[config.mk]
export PLATFORM = sky130hd
export DESIGN_NAME = branch_predictor_flat
export DESIGN_NICKNAME = d
export VERILOG_FILES = /design/src/rtl/branch_predictor_pkg.sv /design/src/rtl/branch_predictor_if.sv /design/src/rtl/branch_predictor_sat_counter2.sv /design/src/rtl/branch_predictor.sv /design/src/flat_wrapper.sv
export SDC_FILE = /design/constraint.sdc
export NUM_CORES = 1
export LEC_CHECK = 0
export BUFFER_PORTS_ARGS = -buffer_cell sky130_fd_sc_hd__buf_2
export CORE_ASPECT_RATIO = 0.8
export CORE_MARGIN = 2
export CORE_UTILIZATION = 38
export DETAILED_ROUTE_END_ITERATION = 12
export PLACE_DENSITY = 0.63
export SLEW_MARGIN = 20
export SYNTH_ARGS = -nofsm -noshare
export SYNTH_HDL_FRONTEND = slang
export SYNTH_SLANG_ARGS = --single-unit
[constraint.sdc]
create_clock -name clk -period 4.05 [get_ports clk]
set_input_delay 0.405 -clock clk [delete_from_list [all_inputs] [get_ports clk]]
set_output_delay 0.405 -clock clk [all_outputs]
set_load 0.01 [all_outputs]
[src/rtl/branch_predictor_pkg.sv]
`default_nettype none
//============================================================================
// Module  : bp_pkg
// Brief   : Shared encodings for the branch predictor and its resolve logic.
// Revision: 1.0
//============================================================================
package bp_pkg;

   typedef enum logic [1:0] {
      SNT = 2'b00,
      WNT = 2'b01,
      WT  = 2'b10,
      ST  = 2'b11
   } counter_t;

   typedef enum logic [1:0] {
      PS_NT_TAKEN = 2'd0,
      PS_T_NTAKEN = 2'd1,
      PS_CORRECT  = 2'd2,
      PS_IDLE     = 2'd3
   } pred_status_t;

   localparam logic [2:0] BEQ  = 3'b000;
   localparam logic [2:0] BNE  = 3'b001;
   localparam logic [2:0] BLT  = 3'b100;
   localparam logic [2:0] BGE  = 3'b101;
   localparam logic [2:0] BLTU = 3'b110;
   localparam logic [2:0] BGEU = 3'b111;

   function automatic pred_status_t classify(input logic predicted_taken,
                                             input logic taken);
      if (!predicted_taken && taken)
         return PS_NT_TAKEN;
      else if (predicted_taken && !taken)
         return PS_T_NTAKEN;
      else
         return PS_CORRECT;
   endfunction

endpackage
`default_nettype wire

[src/rtl/branch_predictor_if.sv]
`default_nettype none
//============================================================================
// Module  : branch_predictor_if
// Brief   : IF/EX stage bundle between the pipeline and the branch predictor.
// Revision: 1.0
//============================================================================
interface branch_predictor_if #(
   parameter int XLEN       = 32,
   parameter int INDEX_BITS = 6,
   parameter int CNT_WIDTH  = 32
);
   logic [XLEN-1:0]       IF_pc;
   logic [1:0]            IF_branch_prediction;
   logic                  IF_predict_taken;
   logic [INDEX_BITS-1:0] IF_index;

   logic                  EX_Branch;
   logic [2:0]            EX_funct3;
   logic [INDEX_BITS-1:0] EX_index;
   logic [1:0]            EX_branch_prediction;
   logic                  zero;
   logic                  sign;
   logic                  overflow;
   logic                  carry;

   logic                  branch_taken;
   logic [1:0]            prediction_status;
   logic                  mispredict;
   logic [CNT_WIDTH-1:0]  branch_count;
   logic [CNT_WIDTH-1:0]  mispredict_count;

   modport master (
      output IF_pc, EX_Branch, EX_funct3, EX_index, EX_branch_prediction,
             zero, sign, overflow, carry,
      input  IF_branch_prediction, IF_predict_taken, IF_index, branch_taken,
             prediction_status, mispredict, branch_count, mispredict_count
   );

   modport slave (
      input  IF_pc, EX_Branch, EX_funct3, EX_index, EX_branch_prediction,
             zero, sign, overflow, carry,
      output IF_branch_prediction, IF_predict_taken, IF_index, branch_taken,
             prediction_status, mispredict, branch_count, mispredict_count
   );
endinterface
`default_nettype wire

[src/rtl/branch_predictor_sat_counter2.sv]
`default_nettype none
//============================================================================
// Module  : sat_counter2
// Brief   : Next-state function of a 2-bit saturating branch counter.
// Revision: 1.0
//============================================================================
module sat_counter2
   import bp_pkg::*;
(
   input  logic     taken,
   input  counter_t cur,
   output counter_t next
);

   always_comb begin
      next = cur;
      if (taken && (cur != ST))
         next = counter_t'(cur + 2'd1);
      else if (!taken && (cur != SNT))
         next = counter_t'(cur - 2'd1);
   end

endmodule
`default_nettype wire

[src/rtl/branch_predictor.sv]
`default_nettype none
//============================================================================
// Module  : branch_predictor
// Brief   : Bimodal/gshare 2-bit predictor with EX-stage resolve and counters.
// Revision: 1.0
//============================================================================
module branch_predictor
   import bp_pkg::*;
#(
   parameter int XLEN       = 32,
   parameter int INDEX_BITS = 6,
   parameter int GHR_BITS   = 6,
   parameter int GSHARE     = 1,
   parameter int CNT_WIDTH  = 32
)(
   input  logic clk,
   input  logic rst_n,
   branch_predictor_if.slave bp
);

   localparam int ENTRIES = 2 ** INDEX_BITS;

   counter_t              r_table [ENTRIES];
   logic [GHR_BITS-1:0]   r_ghr;
   pred_status_t          r_status;
   logic                  r_mispredict;
   logic [CNT_WIDTH-1:0]  r_branch_count;
   logic [CNT_WIDTH-1:0]  r_mispredict_count;

   logic [INDEX_BITS-1:0] w_pc_idx;
   logic [INDEX_BITS-1:0] w_if_index;
   logic [GHR_BITS:0]     w_ghr_shift;
   logic                  w_valid;
   logic                  w_cond;
   logic                  w_taken;
   counter_t              w_cur;
   counter_t              w_next;
   pred_status_t          w_status;
   logic                  w_unused_pc;

   assign w_pc_idx    = bp.IF_pc[INDEX_BITS+1:2];
   assign w_unused_pc = &{1'b0, bp.IF_pc[XLEN-1:INDEX_BITS+2], bp.IF_pc[1:0]};

   generate
      if (GSHARE != 0) begin : g_gshare
         assign w_if_index = w_pc_idx ^ INDEX_BITS'(r_ghr);
      end else begin : g_bimodal
         logic w_unused_ghr;
         assign w_unused_ghr = ^r_ghr;
         assign w_if_index   = w_pc_idx;
      end
   endgenerate

   // 010/011 are not branch encodings: they never train or count.
   always_comb begin
      w_valid = 1'b0;
      w_cond  = 1'b0;
      if (bp.EX_Branch) begin
         case (bp.EX_funct3)
            BEQ:  begin w_valid = 1'b1; w_cond = bp.zero;                  end
            BNE:  begin w_valid = 1'b1; w_cond = ~bp.zero;                 end
            BLT:  begin w_valid = 1'b1; w_cond = bp.sign ^ bp.overflow;    end
            BGE:  begin w_valid = 1'b1; w_cond = ~(bp.sign ^ bp.overflow); end
            BLTU: begin w_valid = 1'b1; w_cond = bp.carry;                 end
            BGEU: begin w_valid = 1'b1; w_cond = ~bp.carry;                end
            default: begin w_valid = 1'b0; w_cond = 1'b0;                  end
         endcase
      end
   end

   assign w_taken     = w_valid & w_cond;
   assign w_status    = classify(bp.EX_branch_prediction[1], w_taken);
   assign w_cur       = r_table[bp.EX_index];
   assign w_ghr_shift = {r_ghr, w_taken};

   sat_counter2 u_sat_counter2 (
      .taken (w_taken),
      .cur   (w_cur),
      .next  (w_next)
   );

   // Forward the EX write so a same-index fetch sees the trained value.
   always_comb begin
      if (w_valid && (bp.EX_index == w_if_index))
         bp.IF_branch_prediction = w_next;
      else
         bp.IF_branch_prediction = r_table[w_if_index];
   end

   assign bp.IF_predict_taken  = bp.IF_branch_prediction[1];
   assign bp.IF_index          = w_if_index;
   assign bp.branch_taken      = w_taken;
   assign bp.prediction_status = r_status;
   assign bp.mispredict        = r_mispredict;
   assign bp.branch_count      = r_branch_count;
   assign bp.mispredict_count  = r_mispredict_count;

   always_ff @(posedge clk or negedge rst_n) begin
      if (!rst_n) begin
         for (int i = 0; i < ENTRIES; i++)
            r_table[i] <= WNT;
      end else if (w_valid) begin
         r_table[bp.EX_index] <= w_next;
      end
   end

   always_ff @(posedge clk or negedge rst_n) begin
      if (!rst_n) begin
         r_ghr              <= '0;
         r_status           <= PS_IDLE;
         r_mispredict       <= 1'b0;
         r_branch_count     <= '0;
         r_mispredict_count <= '0;
      end else if (w_valid) begin
         r_ghr          <= w_ghr_shift[GHR_BITS-1:0];
         r_status       <= w_status;
         r_mispredict   <= (w_status != PS_CORRECT);
         r_branch_count <= r_branch_count + 1'b1;
         if (w_status != PS_CORRECT)
            r_mispredict_count <= r_mispredict_count + 1'b1;
      end else begin
         r_status     <= PS_IDLE;
         r_mispredict <= 1'b0;
      end
   end

endmodule
`default_nettype wire

[src/flat_wrapper.sv]
// flat-port wrapper written by rule: the top's interface ports become plain ports
module branch_predictor_flat import bp_pkg::*;
#(
   parameter int XLEN       = 32,
   parameter int INDEX_BITS = 6,
   parameter int GHR_BITS   = 6,
   parameter int GSHARE     = 1,
   parameter int CNT_WIDTH  = 32
)
  (clk, rst_n, bp_IF_pc, bp_EX_Branch, bp_EX_funct3, bp_EX_index, bp_EX_branch_prediction, bp_zero, bp_sign, bp_overflow, bp_carry, bp_IF_branch_prediction, bp_IF_predict_taken, bp_IF_index, bp_branch_taken, bp_prediction_status, bp_mispredict, bp_branch_count, bp_mispredict_count);
  branch_predictor_if #(.XLEN(XLEN), .INDEX_BITS(INDEX_BITS), .CNT_WIDTH(CNT_WIDTH)) bp_i ();
  input  logic clk;
  input  logic rst_n;
  input wire logic [$bits(bp_i.IF_pc)-1:0] bp_IF_pc;
  input wire logic [$bits(bp_i.EX_Branch)-1:0] bp_EX_Branch;
  input wire logic [$bits(bp_i.EX_funct3)-1:0] bp_EX_funct3;
  input wire logic [$bits(bp_i.EX_index)-1:0] bp_EX_index;
  input wire logic [$bits(bp_i.EX_branch_prediction)-1:0] bp_EX_branch_prediction;
  input wire logic [$bits(bp_i.zero)-1:0] bp_zero;
  input wire logic [$bits(bp_i.sign)-1:0] bp_sign;
  input wire logic [$bits(bp_i.overflow)-1:0] bp_overflow;
  input wire logic [$bits(bp_i.carry)-1:0] bp_carry;
  output wire logic [$bits(bp_i.IF_branch_prediction)-1:0] bp_IF_branch_prediction;
  output wire logic [$bits(bp_i.IF_predict_taken)-1:0] bp_IF_predict_taken;
  output wire logic [$bits(bp_i.IF_index)-1:0] bp_IF_index;
  output wire logic [$bits(bp_i.branch_taken)-1:0] bp_branch_taken;
  output wire logic [$bits(bp_i.prediction_status)-1:0] bp_prediction_status;
  output wire logic [$bits(bp_i.mispredict)-1:0] bp_mispredict;
  output wire logic [$bits(bp_i.branch_count)-1:0] bp_branch_count;
  output wire logic [$bits(bp_i.mispredict_count)-1:0] bp_mispredict_count;
  assign bp_i.IF_pc = bp_IF_pc;
  assign bp_i.EX_Branch = bp_EX_Branch;
  assign bp_i.EX_funct3 = bp_EX_funct3;
  assign bp_i.EX_index = bp_EX_index;
  assign bp_i.EX_branch_prediction = bp_EX_branch_prediction;
  assign bp_i.zero = bp_zero;
  assign bp_i.sign = bp_sign;
  assign bp_i.overflow = bp_overflow;
  assign bp_i.carry = bp_carry;
  assign bp_IF_branch_prediction = bp_i.IF_branch_prediction;
  assign bp_IF_predict_taken = bp_i.IF_predict_taken;
  assign bp_IF_index = bp_i.IF_index;
  assign bp_branch_taken = bp_i.branch_taken;
  assign bp_prediction_status = bp_i.prediction_status;
  assign bp_mispredict = bp_i.mispredict;
  assign bp_branch_count = bp_i.branch_count;
  assign bp_mispredict_count = bp_i.mispredict_count;
  branch_predictor #(.XLEN(XLEN), .INDEX_BITS(INDEX_BITS), .GHR_BITS(GHR_BITS), .GSHARE(GSHARE), .CNT_WIDTH(CNT_WIDTH)) u_core (.clk(clk), .rst_n(rst_n), .bp(bp_i));
endmodule
== After elaboration in Yosys (flattened, before gate mapping) ==
Cells that the tools add are included.

* Add/sub/neg operators: 4
* Reduce and logical (&&, ||, !) cells: 12
* Bitwise logic cells: 8
* Order comparisons: 3
* Mux-type cells: 20
* Eq/ne operators: 8

{| class="wikitable"
|+ Operators by type and width
! cell !! count
|-
| $bwmux W128 || 1
|-
| $add A32 B1 Y32 const B || 2
|-
| $bmux W2 S6 || 2
|-
| $mux W2 || 11
|-
| $ge A7 B7 Y1 const B || 2
|-
| $not A6 Y7 || 2
|-
| $demux W2 S6 || 1
|-
| $eq A3 B3 Y1 const B || 4
|-
| $lt A7 B1 Y1 const B || 1
|-
| $eq A6 B6 Y1 || 1
|-
| $logic_and A1 B1 Y1 || 6
|-
| $pmux W1 S6 || 1
|-
| $reduce_or A6 Y1 || 1
|-
| $xor A6 B6 Y6 || 1
|-
| $mux W1 || 4
|-
| $ne A2 B2 Y1 const B || 2
|-
| $eq A3 B1 Y1 const B || 1
|-
| $logic_not A3 Y1 || 1
|-
| $not A1 Y1 || 3
|-
| $add A2 B1 Y2 const B || 1
|-
| $logic_not A1 Y1 || 2
|-
| $reduce_and A2 Y1 || 1
|-
| $reduce_bool A2 Y1 || 1
|-
| $sub A2 B1 Y2 const B || 1
|-
| 2 further kinds || 2
|}

* Output and inout port bits: 77
* Flip-flop bits (word level): 201
* Input port bits: 50

== Longest topological paths before layout ==
* Word-level depth: 11
* Depth in mapped cells: 17
* Gate-level depth less buffers: 12

== Hierarchy ==
From an unflattened synthesis, not the netlist that was laid out.

* Cells, all modules: 947
* Area, all modules: 10989.3 µm²

{| class="wikitable"
|+ Modules (own cells, without submodules)
! module !! instances !! cells an instance !! area each (µm²) !! sequential area each (µm²)
|-
| branch_predictor || 1 || 940 || 10929.2 || 5112.4
|-
| sat_counter2 || 1 || 7 || 60.1 || 0.0
|}

== Worst setup path before layout ==
No wires, ideal clock.

* Path kind: input -> output
* Start: input port bp_EX_index[1]
* End: output port bp_IF_branch_prediction[1]
* Stages on the path: 14
* Path slack: 0.445 ns
* Path buffers: 4
* Arrival time: 3.200 ns
* Cells stage by stage: buf_6 buf_2 mux2_2 a221oi_1 o221ai_1 a32oi_2 o221ai_4 inv_1 ha_1 o31ai_1 nor2_2 clkbuf_1 a21o_1 buf_4

* Longest elaborated chain between the ends: 9
* Elaborated cells on any way between the ends: 15

{| class="wikitable"
|+ Ends and longest elaborated chain
! what !! RTL line !! source
|-
| start, declared || flat_wrapper.sv:17 || <nowiki>input wire logic [$bits(bp_i.EX_index)-1:0] bp_EX_index;</nowiki>
|-
| branches (longest 8 deep; another with $sub A2 B1 Y2) || n/a ||
|-
| $mux W2 * || branch_predictor.sv:84 || <nowiki>if (w_valid && (bp.EX_index == w_if_index))</nowiki>
|-
| end, declared || flat_wrapper.sv:23 || <nowiki>output wire logic [$bits(bp_i.IF_branch_prediction)-1:0] bp_IF_branch_prediction;</nowiki>
|}

Every way passes the cells marked *. The select of a mux whose other input is x is not followed.

== Worst setup path in the final report ==
* Start: register u_core.r_table[49] (netlist bit)
* End: output port bp_IF_branch_prediction[1]

* Longest elaborated chain between the ends: 8
* Elaborated cells on any way between the ends: 15

{| class="wikitable"
|+ Ends and longest elaborated chain
! what !! RTL line !! source
|-
| start, declared || branch_predictor.sv:23 || <nowiki>counter_t r_table [ENTRIES];</nowiki>
|-
| start signal, assigned by index || branch_predictor.sv:103 || <nowiki>r_table[bp.EX_index] <= w_next;</nowiki>
|-
| branches (longest 7 deep; another with $sub A2 B1 Y2) || n/a ||
|-
| $mux W2 * || branch_predictor.sv:84 ||
|}

Marked as above.

==> results.tsv <==
stage	metric	value	unit
outcome	outcome	finished with violations	
outcome	failing checks	negative hold slack	
pwr	Peak VDD IR	374	uV
placed_design	input/output buffers	99	
sta	Fin. Hold Viols	4	
logic_synthesis	Synth Flop Type	dfrtp_1	
critical_path	FF-to-FF setup slack	780	ps
grt	largest net degree at the start of global routing	115	
logic_synthesis	ys async rst share	100	%
logic_synthesis	number of synthesized flops with an enable pin	0	
clocking	post-CTS setup buffers	0	
pwr	Psw	0.00196	W
sta	Hold Slack	-5.55	ps
final_layout	Area Overhead vs Synth	18.0	%
pwr	Leakage	5.64	nW
placed_design	gpl congestion	0.923	
sta	Layout Skew	24.5	ps
sta	final setup TNS	0	ps
pwr	Int Power	0.00430	W
sta	pin slew with the least headroom to its limit	1120	ps
sta	RSZ-0062 raised after global routing	no	
pwr	Seq pwr share	42.9	%
sta	setup violators final	0	
logic_synthesis	Seq/Total Area, Yosys	46.8	%
pwr	sw frac	31.4	%
clocking	CTS Buffer Depth	3	
critical_path	critical path endpoint category	output pin	
final_layout	Fillers	2643	
route	antenna viol nets, final	0	
pwr	Power Dens Cells	486	mW/mm^2
route	final wirelength	30.8	mm
clocking	CTS tree	done	
logic_synthesis	Netlist Area Pre-Place	0.0109	sq mm
critical_path	CP most frequent cell	buf_4	
critical_path	WP data required	3640	ps
placed_design	placed wire-length estimate	21.5	mm
critical_path	Critical Path Fanout Max	3	
sta	Final Cycle Share	97.7	%
clocking	clk sink count	201	
pwr	part of the power in the clock network	32.1	%
route	drt wl/cell	20.4	um
grt	initial antenna violation count	1	
logic_synthesis	most instantiated cells after synthesis	nand2_1 (189), dfrtp_1 (135), dfstp_2 (66)	
route	DRC	0	
die	die area	0.0301	sq mm
grt	total gr overflow	0	
critical_path	WS Path Type	reg -> out	
final_layout	Final nets	1174	
critical_path	R2R cell count	12	
grt	number of global-route vias before repair	8119	
placed_design	cell count after placement	1465	
die	io pins	127	
grt	gr usage total	20.3	%
clocking	CTS buffer count	22	
pwr	Logic pwr share	25.0	%
route	DR iter-0 viols	811	
clocking	Worst-path clk slew	60	ps
logic_synthesis	syn_area_per_cell	11.0	sq um
logic_synthesis	Syn Nets	1048	
critical_path	Reg2Reg Launch Point	u_core.r_table[41]	
logic_synthesis	register bit count reported by yosys	201	
die	Die Y	156	um
logic_synthesis	Yosys Warn Count	0	
clocking	H-tree depth	1	
sta	Max transition margin	24.9	%
min_path	Hold Crit Class	in -> async	
clocking	clock root buffer	clkbuf_16	
logic_synthesis	area share of the largest cell type after synthesis	31.0	%
final_layout	post-route insts no fill	1506	
logic_synthesis	Synth area leaders	dfrtp_1 (31%), dfstp_2 (16%), mux4_2 (7.8%), nand2_1 (6.5%), mux2_2 (5.0%)	
route	vias	8495	
sta	Peak Freq	0.253	GHz
die	die width	193	um
logic_synthesis	Syn Inst Count	993	
critical_path	WP data arrival	3550	ps
critical_path	Crit-path slowest cell	dfrtp_1	
clocking	later-pin clock latency in the skew report	520	ps
logic_synthesis	Unique masters post-synth	65	
critical_path	slowest stage delay, CP	410	ps
die	row cnt	55	
critical_path	RR Endpoint	u_core.r_table[37]	
critical_path	Setup crit start kind	register	
route	vias per cell	5.64	
route	first drt pass iteration count	7	
die	core footprint	0.0283	sq mm
sta	Tmin final	3960	ps
job	total of max-cap violations	0	
logic_synthesis	cell accounting for the most synthesized area	dfrtp_1	
grt	global-route wire length before repair	48.2	mm
critical_path	crit-path cells	mux2_2 -> a221oi_1 -> o221ai_1 -> o2111ai_1 -> nand4_1 -> buf_4 -> ha_1 -> nand3_1 -> buf_4 -> a21oi_4 -> nor2_4 -> a21o_1 -> buf_2	
die	initial core utilization	38.6	%
sta	Slew Viols, Final	0	
final_layout	layout cell share with drive strength beyond 1	33.0	%
logic_synthesis	most common cell in the netlist	nand2_1	
## worst max path at each step
stage / startpoint / end / slack, ps / depth (start not counted)
floorplan: bp_EX_index[1] / bp_IF_branch_prediction[1] / 440 / 14
global placement: bp_EX_index[1] / bp_IF_branch_prediction[0] / 50 / 15
detailed placement: bp_EX_index[1] / bp_IF_branch_prediction[1] / 70 / 15
CTS: bp_EX_index[1] / bp_IF_branch_prediction[0] / 4 / 15
global route: bp_EX_index[1] / bp_IF_branch_prediction[0] / 50 / 15
finish: u_core.r_table[49] / bp_IF_branch_prediction[1] / 90 / 13
## power by group through the flow
stage | clock network (W) | logic [W] | registers [W]
final | 0.00201 | 0.00157 | 0.00268
after global routing | 0.00215 | 0.00168 | 0.00272
after CTS | 0.00205 | 0.00155 | 0.00267
after detailed placement | 0 | 0.00155 | 0.00270
after global placement | 0 | 0.00152 | 0.00270
after floorplan | 0 | 0.00102 | 0.00262
## state kept, by name, summed over array words and instances, names as in the netlist
register	cells
u_core.r_table	128
u_core.bp.branch_count	32
u_core.bp.mispredict_count	32
u_core.r_ghr	6
u_core.bp.prediction_status	2
u_core.bp.mispredict	1
## final cells by class
type	count	area [sq um]	share of cell area, %
clock buffers	36	674	5.24
diodes	1	2.50	0.0194
repair buffers	154	997	7.74
inverters	16	60.1	0.466
well taps	370	463	3.59
multi-input cells	724	5530	42.9
flip-flops and latches	201	5110	39.7
clock inverters	4	45.0	0.350
## metrics by stage
step	util [%]	total power (W)	cell area, sq um	setup WS, ps
after detailed placement	42.9	0.00425	12100	66.1
after CTS	45.4	0.00628	12800	3.61
after floorplan	-	0.00364	10900	445
after global placement	42.9	0.00422	12100	49.1
final	45.5	0.00626	12900	92.7
after global routing	45.5	0.00656	12900	49.6
## cell usage in the layout (no fill, tap or decap), drive strengths merged, types with 5 or more instances in the layout
cell and instances:
nand3 34, xor2 23, mux2 65, o221ai 7
mux2i 22, nand4 10, nor2b 5, and2 13
nor2 58, mux4 41, inv 16, and3 12
a22oi 14, o31ai 40, buf 151, clkbuf 39
xnor2 55, a21oi 10, and4 6, ha 5
nand2 189, o21ai 44, a221oi 9, dfstp 66
nor3 10, a211oi 7, dfrtp 135, nor4 5
## what timing repair did
action | CTS | global route
setup endpoints to repair | 0 | 3
hold buffers | 0 | 0
gates resized for setup | 0 | 6
## routing by layer
layer	global-route usage, %	up-vias	part of all wire, %
met2	29.6	376	43
li1	-	3838	-
met3	4.71	58	8.7
met5	0	-	0
met4	4.98	0	2.0
met1	30.4	4223	46
## logic make-up (layout without fill, tap and decap cells)
logic type | count (synthesis) | after routing | synth area share [%]
AND/OR/NAND/NOR | 355 | 355 | 14.5
flip-flops | 201 | 201 | 46.8
AO/OA/AOI/OAI | 157 | 157 | 10.3
multiplexers | 128 | 128 | 17.8
XOR/XNOR | 79 | 79 | 6.60
buffers and inverters | 68 | 210 | 3.32
adder cells (fa/ha/maj) | 5 | 5 | 0.573
other | 0 | 1 | 0
## worst max-delay path, delay by kind of cell (launching register included)
| family | cells | cell delay [ps] |
|---|---|---|
| compound gates | 5 | 1110 |
| buf+inv | 3 | 520 |
| simple gates | 3 | 480 |
| flops | 1 | 410 |
| mux | 1 | 290 |
| fa+ha+maj | 1 | 220 |
Power figures use the tool's default switching activity.
